==> src/rtl/irq_pending_latch.sv <==
// -----------------------------------------------------------------------------
// irq_pending_latch
//   Front end of the interrupt controller. Each raw, asynchronous peripheral
//   IRQ line goes through a synchroniser into a per-line pending latch. The
//   latch is rising-edge or level triggered, selected per line by EDGE_TRIG.
//   It holds the request until the controller's per-line finish pulse clears
//   it. Sticky overrun flags record edges that arrive while a request is
//   already pending and is not being finished in the same cycle.
//
// Parameters
//   N_IRQ        number of IRQ lines (1..32)
//   SYNC_STAGES  synchroniser depth (2..4)
//   EDGE_TRIG    bit i = 1: line i is rising-edge triggered; 0: level triggered
//
// Ports
//   clk_i       in   system clock, rising edge
//   rst_i       in   asynchronous active-high reset
//   irq_i       in   [N_IRQ] raw peripheral requests (asynchronous)
//   fin_i       in   [N_IRQ] per-line service-done pulse from the controller
//   ovr_clr_i   in   [N_IRQ] per-line overrun clear pulse
//   int_req_o   out  [N_IRQ] registered pending vector
//   ovr_o       out  [N_IRQ] sticky overrun flags
//   any_pend_o  out  OR of int_req_o, registered in the same cycle
//
// Interface contract: there is no handshake. fin_i and ovr_clr_i are single-
// cycle pulses sampled on clk_i. Every output comes straight from a flop.
// -----------------------------------------------------------------------------
module irq_pending_latch #(
  parameter int          N_IRQ       = 32,
  parameter int          SYNC_STAGES = 2,
  parameter logic [31:0] EDGE_TRIG   = 32'hFFFF_FFFF
) (
  input  logic             clk_i,
  input  logic             rst_i,
  input  logic [N_IRQ-1:0] irq_i,
  input  logic [N_IRQ-1:0] fin_i,
  input  logic [N_IRQ-1:0] ovr_clr_i,
  output logic [N_IRQ-1:0] int_req_o,
  output logic [N_IRQ-1:0] ovr_o,
  output logic             any_pend_o
);

  localparam logic [N_IRQ-1:0] EDGE_MASK = EDGE_TRIG[N_IRQ-1:0];

  logic [N_IRQ-1:0] sync_q [SYNC_STAGES];
  logic [N_IRQ-1:0] sync_s;     // last synchroniser stage
  logic [N_IRQ-1:0] prev_q;     // sync_s delayed one clock
  logic [N_IRQ-1:0] rise;
  logic [N_IRQ-1:0] set_req;
  logic [N_IRQ-1:0] ovr_ev;
  logic [N_IRQ-1:0] req_nxt;
  logic [N_IRQ-1:0] ovr_nxt;
  logic [N_IRQ-1:0] req_q;
  logic [N_IRQ-1:0] ovr_q;
  logic             any_q;

  assign sync_s = sync_q[SYNC_STAGES-1];

  // Synchroniser chain and edge history.
  always_ff @(posedge clk_i or posedge rst_i) begin
    if (rst_i) begin
      for (int k = 0; k < SYNC_STAGES; k++) sync_q[k] <= '0;
      prev_q <= '0;
    end else begin
      sync_q[0] <= irq_i;
      for (int k = 1; k < SYNC_STAGES; k++) sync_q[k] <= sync_q[k-1];
      prev_q <= sync_s;
    end
  end

  always_comb begin
    rise    = sync_s & ~prev_q;
    set_req = (EDGE_MASK & rise) | (~EDGE_MASK & sync_s);
    // A new request wins over a same-cycle finish, so no event is dropped.
    req_nxt = set_req | (req_q & ~fin_i);
    // An edge counts as lost only if the line is still pending after this
    // cycle's finish. Level lines never overrun.
    ovr_ev  = EDGE_MASK & rise & req_q & ~fin_i;
    // The clear pulse wins over a same-cycle overrun event.
    ovr_nxt = ~ovr_clr_i & (ovr_q | ovr_ev);
  end

  always_ff @(posedge clk_i or posedge rst_i) begin
    if (rst_i) begin
      req_q <= '0;
      ovr_q <= '0;
      any_q <= 1'b0;
    end else begin
      req_q <= req_nxt;
      ovr_q <= ovr_nxt;
      // Built from the next-state vector so it changes in the same cycle as req_q.
      any_q <= |req_nxt;
    end
  end

  assign int_req_o  = req_q;
  assign ovr_o      = ovr_q;
  assign any_pend_o = any_q;

endmodule

==> config.mk <==
export PLATFORM = sky130hd
export DESIGN_NAME = irq_pending_latch
export DESIGN_NICKNAME = d
export VERILOG_FILES = /design/src/rtl/irq_pending_latch.sv
export SDC_FILE = /design/constraint.sdc
export NUM_CORES = 1
export LEC_CHECK = 0
export ABC_AREA = 0
export CAP_MARGIN = 30
export CORE_ASPECT_RATIO = 1.1
export CORE_MARGIN = 10
export CORE_UTILIZATION = 43
export CTS_BUF_LIST = sky130_fd_sc_hd__clkbuf_8
export DETAILED_ROUTE_END_ITERATION = 8
export HOLD_SLACK_MARGIN = 0.03
export PLACE_DENSITY_LB_ADDON = 0.25
export SETUP_SLACK_MARGIN = 0.15
export SYNTH_ARGS = -nofsm -noshare
export SYNTH_HDL_FRONTEND = slang
export SYNTH_SLANG_ARGS = --single-unit
==> constraint.sdc <==
create_clock -name clk_i -period 5.25 [get_ports clk_i]
set_input_delay 0.7875 -clock clk_i [delete_from_list [all_inputs] [get_ports clk_i]]
set_output_delay 0.7875 -clock clk_i [all_outputs]
set_load 0.005 [all_outputs]
* After elaboration in Yosys (flattened, before gate mapping) *
Index checks and enable logic that the tools add are counted.

word-level totals
  register bits = 161
  input bits = 98

cells by class
  bitwise gates (word level) = 10
  reductions and logical operators = 1

operators by type and width
  operator             count
  AND 32 bit           5
  inverter 32 bit      3
  OR 32 bit            2
  OR reduction 32 bit  1

* Depth between registers and ports, before layout *
  depth after elaboration = 6
  mapped depth = 4
  depth with buffers taken out = 4

* Worst setup path before layout *
Ideal clock, no wire load.

  path kind = input to register
  from = in fin_i[18]
  to = reg any_q (netlist: any_pend_o)
  arrival = 1.338 ns
  setup slack = 3.773 ns
  stages on the path = 4
  path buffers = 0
  path through = nand2b_1 > nand4_1 > nor4_1 > nand4_1

on the way
  longest elaborated chain between the ends = 4

ends and longest elaborated chain
  what                    line  source
  start: declaration      36    input logic [N_IRQ-1:0] fin_i,
  inverter 32 bit         75    req_nxt = set_req | (req_q & ~fin_i);
  AND 32 bit              75
  OR 32 bit               75
  OR reduction 32 bit     92    any_q <= |req_nxt;
  end signal: assignment  92
  end: declaration        55    logic any_q;

No other way between the ends.

* Worst setup path after layout *
  from = reg req_q[0] (netlist: int_req_o[0])
  to = out int_req_o[0]

RTL lines
  what                      line  source
  start: declaration        53    logic [N_IRQ-1:0] req_q;
  start signal: assignment  89    req_q <= req_nxt;
  end: declaration          38    output logic [N_IRQ-1:0] int_req_o,

No word-level cell between the ends.

==> reports/results.ini <==
[timing]
holdWs_ns = 0.341
fin_crit_ns = 2.13
relSlewSlack_pct = 60.5
setup_violations = 0
maxSlewViolCount = 0
finalSetupTns_ns = 0
fin_crit_sh_pct = 40.7
finalHoldViolations = 0
clock_skew_ns = 0.00929
worstMarginPinSlew_ns = 0.587
rsz0062_at_grt = false
max_freq_ghz = 0.468

[drt]
drcViolationCount = 0
vias = 3211
first_iter_violations = 114
drt-total-wl_um = 11000
first_pass_iters = 4
ant_nets = 0
viasPerCell = 4.46
wl_per_cell_um = 15.3

[setup_path]
path_buf_inv = 1
slowest_delay_ns = 0.52
crit_chain = clkdlybuf4s50_1
crit_path_end_kind = output pin
worstPathArrival_ns = 1.35
r2r_setup_slack_ns = 3.71
cp.required_ns = 4.46
cpMaxStageDelayCell = clkdlybuf4s50_1
critPathKind = reg -> out
worstPathMaxFanout = 2
crit_family = buffers and inverters
critPathLaunchType = register

[global_routing]
grt_max_degree = 81
antenna_found_initial = 0
grt_use_met3_pct = 5.67
use_met2_pct = 22.9
grtUsageMet1_pct = 15.2
grt_pass1_wl_um = 17600
gr-total-overflow = 0
grtUsageTotal_pct = 13.8
grt_pass1_vias = 3476
top_usage_layer = met2

[die]
initial_core_util_pct = 44.2
rows = 41
coreArea_um2 = 11500
io_pins = 163
chipWidth_um = 124
dieArea_um2 = 16600
die_h_um = 134

[synthesis]
yosysUniqueCellTypes = 9
yosysWarnings = 0
syn_area_um2 = 5100
syn_area_per_cell_um2 = 13.6
syn_nets = 473
ys_seq_area_share_pct = 79.0
synthCells = 375
ys_ff_latch = 161

[clock_network]
root_buffer = clkbuf_8
clk_latency_ns = 0.43
cts_tree = built
h-tree-depth = 4
cts_made_buffers = 17
cts_hold_buf = 0
cts_buffer_depth = 2
clock_sinks = 161
post_cts_buffers = 0
path_clk_slew_ns = 0.08
ctsResizeCount = 0

[power_and_ir_drop]
power.leakage_nw = 3.29
ir_drop_mv = 0.224
powerDensity_nw_per_um2 = 332

[hold_path]
worstHoldPathType = reg -> reg

[run_status]
status = finished, final reports clean

[final_layout]
syn_to_final_growth_pct = 44.0
final_util_pct = 63.6
stdcell_area_um2 = 7340
finalNetCount = 657
drive_above_1_share_pct = 8.60
n_antenna_cell = 0
layoutNonFillerInstCount = 720

[placed_design]
portBuffers = 162
dp.cells = 690
place_congestion = 0.814
post_dp_cell_area_um2 = 6960
dp_hpwl_um = 8520

[job]
maxCapViolCount = 0

## stage by stage
| step | power, mW | setup slack [ns] |
|---|---|---|
| 2_1_floorplan | 1.44 | 2.42 |
| 3_3_place_gp | 1.60 | 2.78 |
| 3_5_place_dp | 1.61 | 2.76 |
| 4_1_cts | 2.47 | 3.08 |
| 5_1_grt | 2.55 | 3.04 |
| 6_report | 2.43 | 3.12 |
## power by group
part           switching, mW  total (mW)  internal (mW)  leakage, nW
logic                 0.0912       0.239          0.148         1.13
clock network          0.397       0.857          0.460        0.209
registers             0.0306        1.34           1.31         1.96
## worst register-to-register path, delay by kind of cell (launching register included)
kind             cells  cell delay, ns
and+or+nand+nor      4            0.99
DFF                  1            0.40
## layer usage
metal	vias up	part of all wire, %
met4	0	1.3
li1	1557	-
met2	98	52
met3	12	8.1
met1	1544	38
met5	-	0
## synthesized netlist by cell type, drive strengths merged
master | n | share of area (%)
dfrtp | 161 | 79
inv | 1 | 0.074
nand2 | 32 | 2.4
nand2b | 64 | 8.9
nand4 | 17 | 2.1
nor2 | 96 | 7.1
nor4 | 4 | 0.49
## final timing paths
kind | endpoint | start | depth (start not counted)
min in group asynchronous | ovr_o[27] | rst_i | 2
max in group asynchronous | sync_q[38] | rst_i | 3
worst max-delay path | int_req_o[0] | int_req_o[0] | 1
worst min-delay path | sync_s[16] | sync_q[48] | 0
worst max register to register | any_pend_o | sync_s[2] | 4
worst min register to register | sync_s[16] | sync_q[48] | 0
## registers in the layout, summed over array words and instances, names as in the netlist
name,flops
int_req_o,32
ovr_o,32
prev_q,32
sync_q,32
sync_s,32
any_pend_o,1
## final cells by class
| class | count | area [um2] |
|---|---|---|
| clock inverter | 9 | 92.6 |
| clock buffer | 21 | 289 |
| inverter | 1 | 7.51 |
| timing repair buffer | 165 | 1670 |
| sequential | 161 | 4030 |
| multi-input combinational | 213 | 1060 |
| fill | 903 | 4200 |
| tap | 150 | 188 |
## cells by family (layout without fill, tap and decap cells)
group / Yosys count / count (layout) / share of synthesized area [%]
buffers and inverters: 1 / 196 / 0.0736
flip-flops: 161 / 161 / 79.0
AND/OR/NAND/NOR: 213 / 213 / 20.9
## placed cells by master (no fill, tap or decap), types with 2 or more instances in the layout
| cell type | n |
|---|---|
| clkbuf_8 | 21 |
| buf_12 | 2 |
| dfrtp_1 | 161 |
| nand2b_2 | 18 |
| clkdlybuf4s50_1 | 162 |
| nand2_1 | 32 |
| inv_1 | 4 |
| nand4_1 | 17 |
| nor2_1 | 96 |
| nand2b_1 | 45 |
| bufinv_16 | 2 |
| clkinvlp_4 | 2 |
| nor4_1 | 4 |
| clkinv_2 | 2 |
Note: power is estimated with default switching activity, not from simulation.
